[src/rtl/block_sum_accumulator_pkg.sv]
// Shared definitions for the block sum accumulator: operand width, FSM
// encoding and the packed result record held by the top block.
package block_sum_accumulator_pkg;

    localparam int DATA_W      = 32;
    localparam int CARRY_MAX_W = 16;
    localparam int COUNT_W     = 8;

    typedef enum logic [1:0] {
        IDLE = 2'd0,
        ACC  = 2'd1,
        OUT  = 2'd2
    } state_e;

    // carry is sized for the widest counter; only the low CARRY_W bits are ever non-zero
    typedef struct packed {
        logic [CARRY_MAX_W-1:0] carry;
        logic [DATA_W-1:0]      sum;
        logic [COUNT_W-1:0]     count;
        logic                   ovf;
    } result_t;

    function automatic logic [CARRY_MAX_W-1:0] carry_max(input int width);
        return CARRY_MAX_W'((32'd1 << width) - 32'd1);
    endfunction

endpackage

[src/rtl/Carryincadder.sv]
// 32-bit carry-increment adder: 4-bit groups add with carry-in 0, then the
// incoming group carry increments the partial sum and propagates on all-ones.
module Carryincadder
    import block_sum_accumulator_pkg::*;
(
    input  logic [DATA_W-1:0] i_a,
    input  logic [DATA_W-1:0] i_b,
    input  logic              i_c0,
    output logic [DATA_W-1:0] o_sum,
    output logic              o_cout
);

    localparam int GROUPS = DATA_W / 4;

    logic [GROUPS:0] w_c;

    assign w_c[0] = i_c0;

    for (genvar k = 0; k < GROUPS; k++) begin : g_group
        logic [4:0] w_raw;
        assign w_raw         = {1'b0, i_a[4*k +: 4]} + {1'b0, i_b[4*k +: 4]};
        assign o_sum[4*k +: 4] = w_raw[3:0] + {3'b000, w_c[k]};
        assign w_c[k+1]      = w_raw[4] | (w_c[k] & (&w_raw[3:0]));
    end

    assign o_cout = w_c[GROUPS];

endmodule

[src/rtl/block_sum_accumulator.sv]
// Folds a stream of 32-bit operands into a running sum through the carry-increment
// adder, counting carry-outs, and emits one result per block of BLOCK_LEN operands or in_last.
module block_sum_accumulator
    import block_sum_accumulator_pkg::*;
#(
    parameter int BLOCK_LEN = 16,
    parameter int CARRY_W   = 8
)
(
    input  logic               clk,
    input  logic               rst_n,
    input  logic               i_clear,
    input  logic               i_in_valid,
    output logic               o_in_ready,
    input  logic [DATA_W-1:0]  i_in_data,
    input  logic               i_in_last,
    output logic               o_out_valid,
    input  logic               i_out_ready,
    output logic [DATA_W-1:0]  o_out_sum,
    output logic [CARRY_W-1:0] o_out_carry,
    output logic [COUNT_W-1:0] o_out_count,
    output logic               o_out_ovf
);

    localparam logic [1:0]             ST_IDLE   = IDLE;
    localparam logic [1:0]             ST_ACC    = ACC;
    localparam logic [1:0]             ST_OUT    = OUT;
    localparam logic [COUNT_W-1:0]     LEN_C     = COUNT_W'(BLOCK_LEN);
    localparam logic [CARRY_MAX_W-1:0] CARRY_TOP = carry_max(CARRY_W);

    logic [1:0]        r_state;
    result_t           r_res;
    logic              r_out_valid;
    logic              r_in_ready;

    result_t           w_next;
    logic [DATA_W-1:0] w_sum;
    logic              w_cout;
    logic              w_xfer;
    logic              w_close;
    logic              w_hs;

    Carryincadder u_adder (
        .i_a    (r_res.sum),
        .i_b    (i_in_data),
        .i_c0   (1'b0),
        .o_sum  (w_sum),
        .o_cout (w_cout)
    );

    assign w_xfer  = i_in_valid & r_in_ready;
    assign w_hs    = r_out_valid & i_out_ready;
    assign w_close = i_in_last | (w_next.count == LEN_C);

    // Accumulator update applied on an operand transfer; carry saturates and flags ovf
    always_comb begin
        w_next       = r_res;
        w_next.sum   = w_sum;
        w_next.count = r_res.count + 8'd1;
        if (w_cout) begin
            if (r_res.carry == CARRY_TOP) begin
                w_next.ovf = 1'b1;
            end else begin
                w_next.carry = r_res.carry + 16'd1;
            end
        end else begin
            w_next.carry = r_res.carry;
        end
    end

    // Block FSM with accumulator, handshake flags and clear taking priority
    always_ff @(posedge clk or negedge rst_n) begin
        if (!rst_n) begin
            r_state     <= ST_IDLE;
            r_res       <= '0;
            r_out_valid <= 1'b0;
            r_in_ready  <= 1'b0;
        end else if (i_clear) begin
            r_state     <= ST_IDLE;
            r_res       <= '0;
            r_out_valid <= 1'b0;
            r_in_ready  <= 1'b1;
        end else begin
            case (r_state)
                ST_IDLE, ST_ACC: begin
                    if (w_xfer) begin
                        r_res <= w_next;
                        if (w_close) begin
                            r_state     <= ST_OUT;
                            r_out_valid <= 1'b1;
                            r_in_ready  <= 1'b0;
                        end else begin
                            r_state    <= ST_ACC;
                            r_in_ready <= 1'b1;
                        end
                    end else begin
                        r_in_ready <= 1'b1;
                    end
                end
                ST_OUT: begin
                    if (w_hs) begin
                        r_state     <= ST_IDLE;
                        r_res       <= '0;
                        r_out_valid <= 1'b0;
                        r_in_ready  <= 1'b1;
                    end else begin
                        r_in_ready  <= 1'b0;
                    end
                end
                default: begin
                    r_state     <= ST_IDLE;
                    r_res       <= '0;
                    r_out_valid <= 1'b0;
                    r_in_ready  <= 1'b1;
                end
            endcase
        end
    end

    assign o_in_ready  = r_in_ready;
    assign o_out_valid = r_out_valid;
    assign o_out_sum   = r_res.sum;
    assign o_out_carry = r_res.carry[CARRY_W-1:0];
    assign o_out_count = r_res.count;
    assign o_out_ovf   = r_res.ovf;

endmodule

[config.mk]
export PLATFORM = sky130hd
export DESIGN_NAME = block_sum_accumulator
export DESIGN_NICKNAME = d
export VERILOG_FILES = /design/src/rtl/block_sum_accumulator_pkg.sv /design/src/rtl/Carryincadder.sv /design/src/rtl/block_sum_accumulator.sv
export SDC_FILE = /design/constraint.sdc
export NUM_CORES = 1
export LEC_CHECK = 0
export CAP_MARGIN = 10
export CORE_UTILIZATION = 49
export CTS_BUF_LIST = sky130_fd_sc_hd__clkbuf_8
export CTS_CLUSTER_DIAMETER = 80
export DETAILED_ROUTE_END_ITERATION = 7
export GPL_TIMING_DRIVEN = 0
export HOLD_SLACK_MARGIN = 0.15
export PLACE_DENSITY = 0.79
export RECOVER_POWER = 25
export SYNTH_ARGS = -nofsm -noshare
export SYNTH_HDL_FRONTEND = slang
export SYNTH_SLANG_ARGS = --single-unit
[constraint.sdc]
create_clock -name clk -period 2.9 [get_ports clk]
set_input_delay 0.87 -clock clk [delete_from_list [all_inputs] [get_ports clk]]
set_output_delay 0.87 -clock clk [all_outputs]
set_load 0.005 [all_outputs]
==> results of run 1 <==
-- through the flow --
stage               instances  setup TNS (ns)
floorplan                 483           -8.14
global placement          679         -109.44
detailed placement        680          -46.17
CTS                       711          -12.48
global route              724          -17.60
finish                    724          -13.34
-- cell type report --
class	count	area, sq um	area share
plain buffers	64	443	0.0665
clock buffers	9	124	0.0186
clock inverters	5	22.5	0.00338
inverters	19	71.3	0.0107
multi-input cells	338	3170	0.476
flip-flops and latches	61	1530	0.229
well taps	108	135	0.0203
repair buffers	120	1170	0.176
-- power breakdown --
group / internal (W) / switching [W]
Sequential: 0.000941 / 0.000109
Clock: 0.000290 / 0.000320
Combinational: 0.000925 / 0.000760
-- critical path: stages --
cell and delay (ns):
clkdlybuf4s50_1 0.45, ha_1 0.31, a21o_1 0.19, a21oi_2 0.18, xnor2_2 0.16, nand4_1 0.24
nor4b_4 0.31, buf_4 0.19, o21ai_4 0.12, a211oi_4 0.33, buf_6 0.17, a22o_1 0.13
-- final timing paths --
path | from | to | slack, ns | depth (start not counted)
worst max register to register | o_out_sum[4]$_DFFE_PN0P_ | o_out_carry[6]$_DFFE_PN0P_ | -0.29 | 12
min in group asynchronous | rst_n | o_out_sum[5]$_DFFE_PN0P_ | 0.92 | 1
worst min register to register | r_state[0]$_DFFE_PN0P_ | r_state[0]$_DFFE_PN0P_ | 0.49 | 2
worst min-delay path | r_state[0]$_DFFE_PN0P_ | r_state[0]$_DFFE_PN0P_ | 0.49 | 2
worst max-delay path | i_in_data[25] | o_out_carry[6]$_DFFE_PN0P_ | -0.48 | 12
max in group asynchronous | rst_n | o_out_sum[21]$_DFFE_PN0P_ | 0.36 | 2
-- routing by layer --
layer  part of all wire  track usage  vias up
met5                  0            0        -
met4              0.019       0.0873        0
met3              0.041       0.0298       20
met2               0.51        0.437      133
met1               0.43        0.317     2061
li1                   -            -     1952
-- what timing repair did --
action,in CTS,in global routing
pin swaps,39,30
setup buffers,19,15
setup endpoints to repair,41,40
gates cloned,1,0
hold buffers,0,0
resized for setup,69,48
endpoints found under the hold margin,0,0
-- cell families (layout without fill, tap and decap cells) --
logic type / Yosys count / count (layout) / share of synthesized area
AO/OA/AOI/OAI: 135 / 135 / 0.206
AND/OR/NAND/NOR: 119 / 119 / 0.129
buffers and inverters: 84 / 217 / 0.109
flip-flops: 61 / 61 / 0.334
adder cells (fa/ha/maj): 56 / 56 / 0.166
XOR/XNOR: 28 / 28 / 0.0553
-- placed cells by master (no fill, tap or decap), drive strengths merged, types with 8 or more instances in the layout --
cell type / Yosys / final
clkbuf: 12 / 23
inv: 19 / 21
nand2: 32 / 32
o22ai: 9 / 9
buf: 53 / 86
clkdlybuf4s50: 0 / 74
xnor2: 15 / 15
nand4: 8 / 8
fa: 8 / 8
a21oi: 31 / 31
a21o: 16 / 16
xor2: 13 / 13
ha: 48 / 48
and3: 14 / 14
nand3: 22 / 22
dfrtp: 61 / 61
nor2: 21 / 21
o21ai: 29 / 29
a22o: 26 / 26
-- registers in the layout (all words and copies together) (netlist names) --
signal / count
r_res: 8
o_out_valid: 1
o_out_count: 8
o_out_ovf: 1
o_out_sum: 32
o_in_ready: 1
o_out_carry: 8
r_state: 2
==> impl_metrics.tcl, run 1 <==
set metrics [dict create \
    hold_slack_ns 0.495 \
    firstDrtPassIters 4 \
    setup_slack_ns -0.482 \
    wl_per_cell_microns 17.4 \
    synth_warnings 0 \
    die_area_sq_um 9720 \
    power.density_nw_per_um2 502 \
    grt_setup_unrepaired "true" \
    avgSynthCellArea_sq_um 9.46 \
    synth_seq_cells 61 \
    worstSetupStartpointType "input pin" \
    cts_buffers 9 \
    vias 4166 \
    slew_viol_final 29 \
    ys.flop_type "dfrtp_1" \
    period_minus_slack_ns 3.38 \
    violations "max-capacitance violations, max-slew violations, negative setup slack" \
    syn_nets 577 \
    cp.arrival_ns 3.65 \
    synth-edff-count 0 \
    cts_tree "built" \
    hpwl_microns 8250 \
    setup_viol 36 \
    status "finished with violations" \
    initial_core_util 0.514 \
    first_global_vias 4141 \
    yosys-top-cells-count "dfrtp_1, buf_4, ha_1" \
    finalHoldViolCount 0 \
    power_w 0.00334 \
    die_w_microns 98.6 \
    synth_cells 483 \
    synth_top_area_cell "dfrtp_1" \
    finish.instance_area_sq_um 6660 \
    grt_pass1_wl_microns 19100 \
    path_clk_slew_ns 0.07 \
    grt_max_degree 35 \
    clockBufferDepth 2 \
    worstSetupPathType "in -> reg" \
    ios 89 \
    coreArea_sq_um 8890 \
    port-buffer-count 88 \
    syn_area_sq_um 4570 \
    fin_crit_sh 1.17 \
    grt_usage 0.249 \
    wl_microns 12600 \
    die_h_microns 98.6 \
    cts-root-buf "clkbuf_8" \
    required_ns 3.17 \
    p_leak_nw 3.07 \
    vdd_ir_drop_max_uv 284 \
    rows 34 \
    synth_top_area_share 0.334 \
    synthArstFlopShare 1.00 \
    numClockSinks 61 \
    gp_congestion 0.907 \
    final_util 0.749 \
    finClkSkew_ns 0.0117 \
    clk_latency_ns 0.34 \
    synth.distinct_cells 46 \
    drc_errors 0 \
    n_antenna_cell 0 \
    fin_nets 707 \
    antenna_found_initial 0 \
    max-slew-margin-rel -0.0562 \
    dpl_cell_area_sq_um 5770 \
    grt_overflow_total 0 \
    synth_most_common_cell "dfrtp_1" \
    vias_per_cell 5.75 \
    worstPathMaxFanout 6 \
    synthTopCellsByArea "dfrtp_1, ha_1, buf_4" \
    antenna_left 0 \
    cts_max_level 3 \
    hold_path.class "reg -> reg" \
    first_iter_violations 213 \
    syn_to_final_growth_pct 45.7 \
    max_clock_freq_ghz 0.296 \
    n_fill_cell 560 \
    drv_cap 1 \
    yosysSeqAreaShare 0.334 \
    worst_pin_slew_ns 1.58 \
    drive_above_1_share 0.315 \
    cp-end-kind "flip-flop" \
    place_ws_ns -1.47 \
]
Note: power is estimated with default switching activity, not from simulation.
==> inputs of run 2 (changes only) <==
- CORE_UTILIZATION: 49 -> 54
- PLACE_DENSITY: 0.79 -> 0.83
- clock period: 2.9 -> 3.56 ns (I/O delays scaled with it)
==> impl_metrics.tcl, run 2 (same netlist as run 1, synthesis figures left out) <==
set metrics [dict create \
    die_area_sq_um 8840 \
    hold_slack_ns 0.522 \
    use_met2 0.518 \
    min_path_cells 2 \
    largest_register_ffs 32 \
    vias 4416 \
    cp-end-kind "flip-flop" \
    gr-usage-met1 0.355 \
    ios 89 \
    die_w_microns 94 \
    syn_to_final_growth_pct 41.0 \
    r2r-start "o_out_sum[4]$_DFFE_PN0P_" \
    coreArea_sq_um 8220 \
    stdcell_count 723 \
    antenna_found_initial 0 \
    register_area_sq_um 1530 \
    grt_setup_unrepaired "true" \
    ctsHoldBuffers 0 \
    worstPathMaxFanout 8 \
    max_clock_freq_ghz 0.273 \
    gp_congestion 0.929 \
    finClkSkew_ns 0.0132 \
    numClockSinks 61 \
    worstSetupStartpointType "input pin" \
    grt_overflow_total 0 \
    n_fill_cell 474 \
    path_clk_slew_ns 0.07 \
    period_minus_slack_ns 3.67 \
    clockBufferDepth 2 \
    reg2reg_to "r_res[54]$_DFFE_PN0P_" \
    busiest_layer "met2" \
    rows 33 \
    cts-root-buf "clkbuf_8" \
    firstDrtPassIters 5 \
    cpLargestDelayFamily "compound AO/OA/AOI/OAI gates" \
    violations "max-capacitance violations, max-slew violations, negative setup slack" \
    first_global_vias 4267 \
    p_switching_w 0.000993 \
    fin_crit_sh 1.03 \
    p_leak_nw 3.04 \
    comb_power_share 0.447 \
    setup_viol 26 \
    multi_input_area_sq_um 2930 \
    cts_buffers 9 \
    seqPwrFrac 0.290 \
    initial_core_util 0.556 \
    antenna_left 0 \
    hpwl_microns 8410 \
    drc_errors 0 \
    clock_power_share 0.262 \
    hold_path.class "reg -> reg" \
    vias_per_cell 6.11 \
    dp.cells 677 \
    worst_pin_slew_ns 1.75 \
    clk_latency_ns 0.35 \
    grt_pass1_wl_microns 20200 \
    worstSetupPathType "in -> reg" \
    power.density_nw_per_um2 458 \
    wl_per_cell_microns 19.1 \
    setup_slack_ns -0.108 \
    die_h_microns 94 \
    max-slew-margin-rel -0.163 \
    n_antenna_cell 0 \
    cp_num_cells 13 \
    internal_power_w 0.00196 \
    max_stage_delay_ns 0.45 \
    status "finished with violations" \
    met3_usage 0.0655 \
    final_cell_mix "clkdlybuf4s50_1, buf_4, dfrtp_1" \
    cp.arrival_ns 3.93 \
    crit_path_cell_trace "buf_6 > ha_4 > fa_2 > xor2_2 > nand3_2 > o41ai_4 > a41oi_4 > nor4b_4 > buf_4 > o21ai_4 > a211oi_4 > buf_4 > o2bb2ai_1" \
    cts_max_level 3 \
    fin_nets 707 \
    layout_commonest_cell "clkdlybuf4s50_1" \
    reg2reg_depth 12 \
    startpoint "i_in_data[4]" \
    wl_microns 13800 \
    slew_viol_final 32 \
    drv_cap 1 \
    ff2ff_setup_slack_ns 0.25 \
    path_common_cell "buf_4" \
    path_buf_inv 3 \
    cp_slowest_cell "o41ai_4" \
    grt_max_degree 32 \
    endpoint "r_res[54]$_DFFE_PN0P_" \
    required_ns 3.83 \
    first_iter_violations 415 \
    vdd_ir_drop_max_uv 340 \
    grt_usage 0.299 \
    finalHoldViolCount 0 \
    cts_tree "built" \
    drive_above_1_share 0.270 \
    port-buffer-count 88 \
    netSwitchingFraction 0.336 \
]
[run 2: how the worst min path moves through the flow]
stage,to,start
global placement,o_out_sum[23]$_DFFE_PN0P_,o_out_sum[23]$_DFFE_PN0P_
detailed placement,o_out_sum[22]$_DFFE_PN0P_,o_out_sum[22]$_DFFE_PN0P_
floorplan,r_state[0]$_DFFE_PN0P_,r_state[0]$_DFFE_PN0P_
global route,r_state[0]$_DFFE_PN0P_,r_state[0]$_DFFE_PN0P_
CTS,o_out_sum[22]$_DFFE_PN0P_,o_out_sum[22]$_DFFE_PN0P_
finish,o_out_sum[22]$_DFFE_PN0P_,o_out_sum[22]$_DFFE_PN0P_
[run 2: routing by layer]
metal | vias to the layer above | part of all wire
met1 | 2139 | 0.37
met2 | 252 | 0.51
met3 | 63 | 0.069
met5 | - | 0
met4 | 0 | 0.050
li1 | 1962 | -
[run 2: timing repair]
action                                  CTS  global route
pin swaps                                29            31
gates resized for setup                  51            37
endpoints found under the setup margin   34            32
gates cloned                              1             0
buffers inserted                         18            13
[run 2: tightest hold or removal path: cells and delay by family, from the launching register on]
kind,cells,cell delay [ns]
flops,1,0.37
simple gates,1,0.06
compound gates,1,0.06
[run 2: area by class of cell]
cell class | count | area share
Clock buffer | 10 | 0.0214
Clock inverter | 6 | 0.0169
Multi-Input combinational cell | 338 | 0.454
Inverter | 19 | 0.0111
Buffer | 64 | 0.0672
Timing Repair Buffer | 120 | 0.172
Sequential cell | 61 | 0.237
Tap cell | 105 | 0.0204
[run 2: power groups by stage]
stage	clock [W]	combinational (W)	sequential, W
2_1_floorplan	0	0.000643	0.000834
3_3_place_gp	0	0.000940	0.000854
3_5_place_dp	0	0.000983	0.000857
4_1_cts	0.000777	0.00114	0.000848
5_1_grt	0.000806	0.00141	0.000867
6_report	0.000775	0.00132	0.000858
[run 2: stage by stage]
| step | instance area (sq um) | TNS [ns] | setup WS, ns | power [W] | util |
|---|---|---|---|---|---|
| global placement | 5600 | -60.74 | -0.928 | 0.00179 | 0.682 |
| finish | 6440 | -1.55 | -0.108 | 0.00295 | 0.784 |
| global route | 6440 | -4.10 | -0.188 | 0.00309 | 0.784 |
| floorplan | 4590 | -0.0182 | -0.0182 | 0.00148 | - |
| detailed placement | 5620 | -29.25 | -1.04 | 0.00184 | 0.684 |
| CTS | 6200 | 0 | 0.00838 | 0.00276 | 0.755 |
==> inputs of run 3 (changes only) <==
- CORE_ASPECT_RATIO: not set -> 0.9
- SLEW_MARGIN: not set -> 15
==> impl_metrics.tcl, run 3 (same netlist as run 1, synthesis figures left out) <==
set metrics [dict create \
    status "finished with violations" \
    violations "max-capacitance violations, max-slew violations, negative setup slack" \
    cp_num_cells 13 \
    dpl_cell_area_sq_um 5610 \
    cpLargestDelayFamily "compound AO/OA/AOI/OAI gates" \
    r2r-start "o_out_sum[4]$_DFFE_PN0P_" \
    cts-root-buf "clkbuf_8" \
    setup_viol 13 \
    path_common_cell "buf_6" \
    wl_microns 13100 \
    die_w_microns 99.0 \
    clockBufferDepth 2 \
    worstPathMaxFanout 7 \
    clk_latency_ns 0.34 \
    hp-start "o_out_sum[3]$_DFFE_PN0P_" \
    drv_cap 1 \
    initial_core_util 0.564 \
    reg2reg_to "r_res[56]$_DFFE_PN0P_" \
    layout_commonest_cell "clkdlybuf4s50_1" \
    grt_max_degree 32 \
    firstDrtPassIters 5 \
    ff2ff_setup_slack_ns 0.29 \
    n_fill_cell 475 \
    cts_buffers 9 \
    ctsHoldBuffers 0 \
    required_ns 3.84 \
    hold_path.class "reg -> reg" \
    crit_path_cell_trace "buf_6 > ha_4 > fa_2 > xor2_2 > nand3_2 > o41ai_4 > a41oi_4 > nor4b_4 > buf_4 > o21ai_4 > a211oi_4 > buf_6 > a22o_1" \
    endpoint "r_res[56]$_DFFE_PN0P_" \
    numClockSinks 61 \
    setup_slack_ns -0.0837 \
    final_util 0.788 \
    slew_viol_final 32 \
    path_buf_inv 3 \
    period_minus_slack_ns 3.64 \
    port-buffer-count 88 \
    max_stage_delay_ns 0.46 \
    cts_tree "built" \
    vias_per_cell 6.03 \
    wl_per_cell_microns 18.3 \
    max-slew-margin-rel -0.158 \
    gp_congestion 0.948 \
    startpoint "i_in_data[4]" \
    grt_pass1_wl_microns 20600 \
    antenna_left 0 \
    drc_errors 0 \
    fin_nets 703 \
    max_clock_freq_ghz 0.274 \
    grt_setup_unrepaired "true" \
    antenna_found_initial 0 \
    rows 31 \
    ios 89 \
    vdd_ir_drop_max_uv 248 \
    cts_max_level 3 \
    finClkSkew_ns 0.0108 \
    coreArea_sq_um 8110 \
    die_h_microns 89.3 \
    power_w 0.00276 \
    n_antenna_cell 0 \
    setup_tns_ns -0.762 \
    cp_slowest_cell "o41ai_4" \
    grt_overflow_total 0 \
    vias 4298 \
    cp-end-kind "flip-flop" \
    syn_to_final_growth_pct 39.7 \
    grt_usage 0.298 \
    worst_pin_slew_ns 1.74 \
    worstSetupStartpointType "input pin" \
    first_iter_violations 303 \
    worstSetupPathType "in -> reg" \
    fin_crit_sh 1.02 \
    path_clk_slew_ns 0.07 \
    first_global_vias 4309 \
    final_cell_mix "clkdlybuf4s50_1, buf_4, dfrtp_1" \
    cp.arrival_ns 3.92 \
    drive_above_1_share 0.272 \
    finalHoldViolCount 0 \
    die_area_sq_um 8840 \
    finish.instance_area_sq_um 6390 \
    power.density_nw_per_um2 432 \
    hpwl_microns 8490 \
    p_leak_nw 3.01 \
    place_ws_ns -1.04 \
    reg2reg_depth 12 \
    largest_register_ffs 32 \
]
## run 3: power breakdown
part / leakage (nW) / switching [W] / internal (W)
combinational: 2.09 / 0.000583 / 0.000695
sequential: 0.826 / 0.0000884 / 0.000766
clock: 0.0943 / 0.000287 / 0.000339
## run 3: metal layers
metal  GRT usage  share of wire  vias to the layer above
met5           0              0                        -
met4       0.117          0.029                        0
met3      0.0485          0.062                       46
met2       0.525           0.50                      210
met1       0.373           0.41                     2104
li1            -              -                     1938
## run 3: worst min path at each step
stage          cells past startpoint                         end  slack (ns)
6_report                           2    o_out_sum[3]$_DFFE_PN0P_        0.52
5_1_grt                            1  o_out_count[7]$_DFFE_PN0P_        0.53
4_1_cts                            2   o_out_sum[15]$_DFFE_PN0P_        0.52
3_5_place_dp                       2   o_out_sum[15]$_DFFE_PN0P_        0.51
3_3_place_gp                       2   o_out_sum[23]$_DFFE_PN0P_        0.49
2_1_floorplan                      2      r_state[0]$_DFFE_PN0P_        0.45
## run 3: worst register-to-register path, stage by stage (launching register included)
cell	delay (ns)
dfrtp_1	0.42
ha_4	0.18
fa_2	0.37
xor2_2	0.23
nand3_2	0.13
o41ai_4	0.46
a41oi_4	0.23
nor4b_4	0.31
buf_4	0.19
o21ai_4	0.12
a211oi_4	0.28
buf_6	0.17
a22o_1	0.12
## run 3: area by class of cell
type                       instances  area, sq um  share of cell area
multi-input combinational        338         2940               0.461
sequential                        61         1530               0.239
timing repair buffer             117         1090               0.171
buffer                            63          425              0.0666
clock buffer                      10          138              0.0216
tap                               99          124              0.0194
inverter                          19         71.3              0.0112
clock inverter                     6         62.6             0.00980
## run 3: metrics by stage
step	std cells	hold slack (ns)
after global placement	670	0.489
final	713	0.521
after global routing	713	0.534
after CTS	708	0.521
after floorplan	483	0.451
after detailed placement	671	0.508
## run 3: what timing repair did
action                                  CTS  global route
setup buffers                            20             7
endpoints found under the setup margin   34            27
gates cloned                              1             0
resized for setup                        60            36
pin swaps                                27            31
